===== src/rtl/piano_tone_gen.sv =====
`default_nettype none
// ============================================================================
// Module      : piano_tone_gen
// Description : Square-wave note player with valid/ready note intake, rests,
//               a fixed post-note silent gap, stop and a completion pulse.
// Revision    : 1.0 - initial release
// ============================================================================
module piano_tone_gen #(
    parameter int MS_TICKS = 100000,
    parameter int GAP_MS   = 10
) (
    input  logic        clk,
    input  logic        rst_n,
    input  logic        note_valid,
    output logic        note_ready,
    input  logic [23:0] half_period,
    input  logic [11:0] dur_ms,
    input  logic        stop,
    output logic        audio_out,
    output logic        amp_en,
    output logic        busy,
    output logic        note_done
);

    localparam int              C_PW        = (MS_TICKS > 1) ? $clog2(MS_TICKS) : 1;
    localparam logic [C_PW-1:0] C_PRESC_MAX = C_PW'(MS_TICKS - 1);
    localparam logic [11:0]     C_GAP_MS    = 12'(GAP_MS);

    typedef enum logic [1:0] {
        S_IDLE = 2'd0,
        S_PLAY = 2'd1,
        S_GAP  = 2'd2
    } state_t;

    state_t          r_state;
    logic [23:0]     r_hp;
    logic [23:0]     r_half_cnt;
    logic [C_PW-1:0] r_presc;
    logic [11:0]     r_ms_rem;
    logic            r_audio;
    logic            r_amp;
    logic            r_done;

    logic w_accept;
    logic w_ms_tick;
    logic w_last_ms;

    assign note_ready = rst_n & (r_state == S_IDLE) & ~stop;
    assign busy       = (r_state != S_IDLE);
    assign audio_out  = r_audio;
    assign amp_en     = r_amp;
    assign note_done  = r_done;

    assign w_accept  = note_valid & note_ready;
    assign w_ms_tick = (r_presc == C_PRESC_MAX);
    // The millisecond counter is shared by PLAY (note length) and GAP (gap length).
    assign w_last_ms = w_ms_tick & (r_ms_rem == 12'd1);

    always_ff @(posedge clk) begin
        if (!rst_n) begin
            r_state    <= S_IDLE;
            r_hp       <= 24'd0;
            r_half_cnt <= 24'd0;
            r_presc    <= '0;
            r_ms_rem   <= 12'd0;
            r_audio    <= 1'b0;
            r_amp      <= 1'b0;
            r_done     <= 1'b0;
        end else begin
            r_done <= 1'b0;
            case (r_state)
                S_IDLE: begin
                    if (w_accept) begin
                        r_hp       <= half_period;
                        r_half_cnt <= 24'd0;
                        r_presc    <= '0;
                        r_ms_rem   <= dur_ms;
                        if (dur_ms == 12'd0) begin
                            r_done <= 1'b1;
                        end else begin
                            r_state <= S_PLAY;
                        end
                    end
                end

                S_PLAY: begin
                    if (stop) begin
                        r_state <= S_IDLE;
                        r_audio <= 1'b0;
                        r_amp   <= 1'b0;
                        r_done  <= 1'b1;
                    end else begin
                        r_presc <= w_ms_tick ? '0 : r_presc + 1'b1;
                        if (w_last_ms) begin
                            r_audio <= 1'b0;
                            r_amp   <= 1'b0;
                            if (C_GAP_MS == 12'd0) begin
                                r_state <= S_IDLE;
                                r_done  <= 1'b1;
                            end else begin
                                r_state  <= S_GAP;
                                r_ms_rem <= C_GAP_MS;
                            end
                        end else begin
                            if (w_ms_tick) begin
                                r_ms_rem <= r_ms_rem - 12'd1;
                            end
                            r_amp <= (r_hp != 24'd0);
                            // A zero half-period is a rest: the wave never toggles.
                            if (r_hp != 24'd0) begin
                                if (r_half_cnt == r_hp - 24'd1) begin
                                    r_half_cnt <= 24'd0;
                                    r_audio    <= ~r_audio;
                                end else begin
                                    r_half_cnt <= r_half_cnt + 24'd1;
                                end
                            end
                        end
                    end
                end

                S_GAP: begin
                    if (stop || w_last_ms) begin
                        r_state <= S_IDLE;
                        r_done  <= 1'b1;
                    end else begin
                        r_presc <= w_ms_tick ? '0 : r_presc + 1'b1;
                        if (w_ms_tick) begin
                            r_ms_rem <= r_ms_rem - 12'd1;
                        end
                    end
                end

                default: begin
                    r_state <= S_IDLE;
                    r_audio <= 1'b0;
                    r_amp   <= 1'b0;
                end
            endcase
        end
    end

endmodule
`default_nettype wire


===== config.mk =====
export PLATFORM = sky130hd
export DESIGN_NAME = piano_tone_gen
export DESIGN_NICKNAME = d
export VERILOG_FILES = /design/src/rtl/piano_tone_gen.sv
export SDC_FILE = /design/constraint.sdc
export NUM_CORES = 1
export LEC_CHECK = 0
export CAP_MARGIN = 20
export CORE_ASPECT_RATIO = 1.25
export CORE_MARGIN = 5
export CORE_UTILIZATION = 25
export CTS_CLUSTER_SIZE = 30
export DETAILED_ROUTE_END_ITERATION = 8
export GPL_ROUTABILITY_DRIVEN = 1
export MAX_ROUTING_LAYER = met4
export PLACE_DENSITY_LB_ADDON = 0.25
export SYNTH_ARGS = -nofsm -noshare
export SYNTH_HDL_FRONTEND = slang
export SYNTH_SLANG_ARGS = --single-unit

===== constraint.sdc =====
create_clock -name clk -period 3.4 [get_ports clk]
set_input_delay 0.85 -clock clk [delete_from_list [all_inputs] [get_ports clk]]
set_output_delay 0.85 -clock clk [all_outputs]
set_load 0.01 [all_outputs]

Word-level counts from Yosys, hierarchy flattened
Cells that the tools add are included.

Add/subtract/negate cells: 4. Multiply operators: 0. Divide/modulo/power cells: 0. $lt $le $gt $ge: 0. Eq/ne operators: 15. Shift operators: 0. Mux-type cells: 36. Bitwise logic cells: 7. Reduce and logical (&&, ||, !) cells: 13.

Operator list (count): $mux W24 (5); $mux W17 (4); $mux W12 (5); $pmux W17 S3 (1); $pmux W24 S2 (1); $pmux W12 S3 (1); $add A24 B1 Y24 const B (1); $eq A24 B24 Y1 (1); $reduce_bool A24 Y1 (1); $sub A24 B1 Y24 const B (1); $add A17 B1 Y17 const B (1); $eq A17 B17 Y1 const B (1); $ne A2 B2 Y1 const B (7); $eq A12 B1 Y1 const B (1); $logic_not A12 Y1 (1); $sub A12 B1 Y12 const B (1); $mux W1 (10); $mux W2 (5); $ne A4 B4 Y1 const B (2); $reduce_and A4 Y1 (2); $pmux W2 S3 (1); $reduce_and A5 Y1 (1); $and A1 B1 Y1 (4); $pmux W1 S2 (2); 12 further kinds (15).

Register bits after elaboration: 82. Bits in latches: 0. Memory bits (writable): 0. Memory bits (read-only): 0. Bits of input ports: 40. Output and inout bits: 5. Word-level logic and storage cells: 83. Memories: 0.

Depth between registers and ports, before layout
Depth in word-level cells: 7. Gate-level depth with buffers: 11. Mapped depth without buffers: 10.

Least setup slack after synthesis
No wires, ideal clock.

Path type: input port to flip-flop. Start point: input port stop. End point: register r_presc[16]. Setup time: 0.128 ns. Arrival: 2.712 ns. Required time: 3.272 ns. Slack: 0.561 ns. Cell stages on the path: 9. Path buffers: 1. Cells stage by stage: nand3b_1 > and2_1 > a2111oi_0 > a21o_1 > and2_1 > buf_2 > or3b_2 > xor2_1 > nor2_1.

Longest elaborated chain between the ends: 5. Elaborated cells between the ends (all ways): 8. Those cells by class: eq/ne: 3; bitwise: 3; reduce/logical: 2.

Ends and longest elaborated chain: start, declared (line 18) `input logic stop,`; $not A1 Y1 (line 48) `assign note_ready = rst_n & (r_state == S_IDLE) & ~stop;`; $and A1 B1 Y1 (line 48); $and A1 B1 Y1 (line 54) `assign w_accept = note_valid & note_ready;`; $ne A2 B2 Y1 (no line); $reduce_and A4 Y1 (no line) *; end signal, assigned (line 93) `r_presc <= w_ms_tick ? '0 : r_presc + 1'b1;`; end signal, assigned (line 127) `r_presc <= w_ms_tick ? '0 : r_presc + 1'b1;`; end, declared (line 38) `logic [C_PW-1:0] r_presc;`.

Every way passes the cells marked *; elsewhere a longest branch is shown, timed or not. A chain may end at the register's enable or synchronous reset.

Final worst setup path
Start point: input port stop. End point: output port note_ready.

Longest elaborated chain between the ends: 2.

Ends and longest elaborated chain: $not A1 Y1 (line 48); $and A1 B1 Y1 (line 48); end, declared (line 15) `output logic note_ready,`.

Every way passes these cells.

==> impl_metrics.toml <==
[outcome]
status = "completed"

[sta]
period_minus_slack_ns = 3.18
rsz0062_at_grt = "false"
setup_tns_ns = 0
setup_viol = 0
finalHoldViolations = 0
max_freq_ghz = 0.314
worstMarginPinSlew_ns = 0.645
period_share_pct = 93.6
fin_skew_ns = 0.00633
maxSlewHeadroom_pct = 56.4
slew_viol_final = 0
hold_ws_ns = 0.483

[synthesis]
yosys.area.top_type = "dfxtp_1"
synth_area_per_cell_um2 = 7.95
synth-seq-cells = 82
synth_most_common_cell = "nand2_1"
synthCells = 629
syn_nets = 679
yosysUniqueCellTypes = 65
yosys_warnings = 0
seq_area_frac_synth_pct = 32.8
synth_top_area_share_pct = 32.8
synth_common_cells = "nand2_1 (89), dfxtp_1 (82), nor2_1 (53), a21oi_1 (49), xor2_1 (37)"
synth_async_sr_flop_share_pct = 0
yosys-top-cells-area = "dfxtp_1 (33%), nand2_1 (6.7%), xor2_1 (6.5%)"
synth_ff_type = "dfxtp_1"
synth_edf_count = 0
netlist_area_um2 = 5000

[floorplanning]
core_area_um2 = 19500
die_x_um = 137
initial_utilization_pct = 25.6
die_h_um = 168
pin_count = 45
fp-row-count = 57
die_area_um2 = 23000

[place]
place_congestion = 0.835
io_buffer_count = 44
dp.cells = 936
dpl.hpwl_mm = 10.8

[pwr]
ir_drop_uv = 217
p_leak_uw = 0.00217
finalPower_uw = 2790
p_per_area_nw_per_um2 = 455

[critical_path]
max_stage_delay_ns = 0.55
required_ns = 2.55
worst_ep_arrival_time_ns = 2.33
startpoint_type = "input pin"
r2r_end = "r_half_cnt[20]"
r2r-start = "r_hp[0]"
slowest_stage = "clkdlybuf4s50_1"
end_kind = "output port"
critical-path-top-delay-family = "buffers and inverters"
crit_chain = "clkdlybuf4s50_1 -> buf_4 -> nor3_1 -> buf_4 -> clkdlybuf4s50_1"
path_max_fanout = 7
r2r_cells = 11
worst-path-buf-inv = 4
worstSetupPathType = "input pin to output port"
r2r_slack_ns = 0.46

[job]
maxCapViolCount = 0

[hold_path]
whs_path_depth = 2
min_from = "amp_en"
hold_end = "amp_en"
hold_class = "register to register"

[cts]
cts_sinks = 82
cts_resized = 0
cts_setup_buffers = 0
clock_latency_ns = 0.35
cts_max_level = 3
cts_tree = "yes"
numCtsBuffers = 9
clk_pin_slew_ns = 0.06
cts_root_buffer = "clkbuf_16"
clockBufferDepth = 2
holdBufCountCts = 0

[global_route]
grt_max_degree = 41
antenna_found_initial = 0
grt_overflow = 0
grt_util_all_layers_pct = 13.0
grt_pass1_wl_mm = 23.1
grt_pass1_vias = 4416

[routing]
vias_per_cell = 4.74
ant_nets = 0
finalWirelength_mm = 14.1
wire_per_inst_um = 14.8
routed-via-count = 4514
initialDrtViolationCount = 197
drcViolationCount = 0
dr.pass1.iters = 4

[cells_and_area]
syn_to_final_growth_pct = 22.5
fin_cells = 953
nFillCells = 2144
drive_gt1_share_pct = 11.9
layout.nets = 732
multi_input_area_um2 = 3160
register_area_um2 = 1640
==> cells by family after synthesis <==
family	count (synthesis)	synth area share, %
and+or+nand+nor	308	33.7
AOI/OAI and AO/OA	112	14.1
DFF	82	32.8
xor gates and xnor gates	69	12.1
buffers and inverters	44	4.00
adders and majority gates	10	2.50
muxes	4	0.801
==> power breakdown <==
| part | total (uW) | internal [uW] | switching (uW) |
|---|---|---|---|
| clock | 951 | 520 | 431 |
| sequential | 1090 | 1020 | 73.6 |
| combinational | 742 | 319 | 423 |
| total | 2790 | 1860 | 929 |
==> routing by layer <==
layer  up-vias  track usage [%]  share of wire (%)
met3        15             2.21                3.4
li1       2329                -                  -
met4         0             3.86                1.4
met5         -                -                  0
met1      2118             15.7                 45
met2        52             22.1                 50
==> area by class of cell <==
class                   instances  share of cell area (%)
flip-flops and latches         82                    26.8
repair buffers                 67                    10.4
inverters                      19                    1.16
well taps                     265                    5.41
multi-input cells             503                    51.6
clock inverters                 5                   0.653
diodes                          1                  0.0408
clock buffers                  11                    3.96
==> cell usage in the layout, fill, tap and decap left out, drive strengths merged, types with 3 or more instances in the layout <==
cell and count:
nand2 91, dfxtp 82, nor2 74, a21oi 50, clkdlybuf4s50 44, xor2 37, xnor2 32, o21ai 23
nor3 23, buf 23, inv 19, nand3 17, nor4 16, nand4 15, clkbuf 11, ha 10
and3 9, and2 9, or4 9, and4 8, nor3b 7, nor2b 6, or3 6, o211ai 5
a31oi 5, clkinv 5, nor4b 5, mux2i 4, a22oi 4, nand4b 3, a211oi 3, o22ai 3
o31ai 3
==> through the flow <==
| step | worst slack [ns] | util (%) | instance area [um2] |
|---|---|---|---|
| after floorplan | 0.561 | - | 5000 |
| after global placement | 0.174 | 29.9 | 5840 |
| after detailed placement | 0.124 | 29.9 | 5840 |
| after CTS | 0.221 | 31.3 | 6120 |
| after global routing | 0.177 | 31.3 | 6120 |
| final | 0.216 | 31.4 | 6130 |
==> worst register-to-register path, cell delays in order, from the launching register on <==
cell     delay (ns)
dfxtp_1        0.32
inv_1          0.06
ha_1           0.27
nor3b_2        0.33
nand2_1        0.26
o311a_1        0.44
a21oi_2        0.35
nor2_1         0.18
buf_4          0.20
and4_1         0.21
xnor2_1        0.18
nor2_2         0.04
==> how the worst max path moves through the flow <==
stage / from / endpoint / slack, ns / cells past startpoint
after floorplan: stop / r_presc[16] / 0.56 / 9
after global placement: rst_n / r_presc[16] / 0.17 / 9
after detailed placement: note_valid / r_presc[16] / 0.12 / 9
after CTS: stop / note_ready / 0.22 / 5
after global routing: stop / note_ready / 0.18 / 5
final: stop / note_ready / 0.22 / 5
==> state kept, by name, summed over array words and instances (netlist names) <==
| signal | cells |
|---|---|
| r_half_cnt | 24 |
| r_hp | 24 |
| r_presc | 17 |
| r_ms_rem | 12 |
| r_state | 2 |
| amp_en | 1 |
| audio_out | 1 |
| note_done | 1 |
Note: power is estimated with default switching activity, not from simulation.
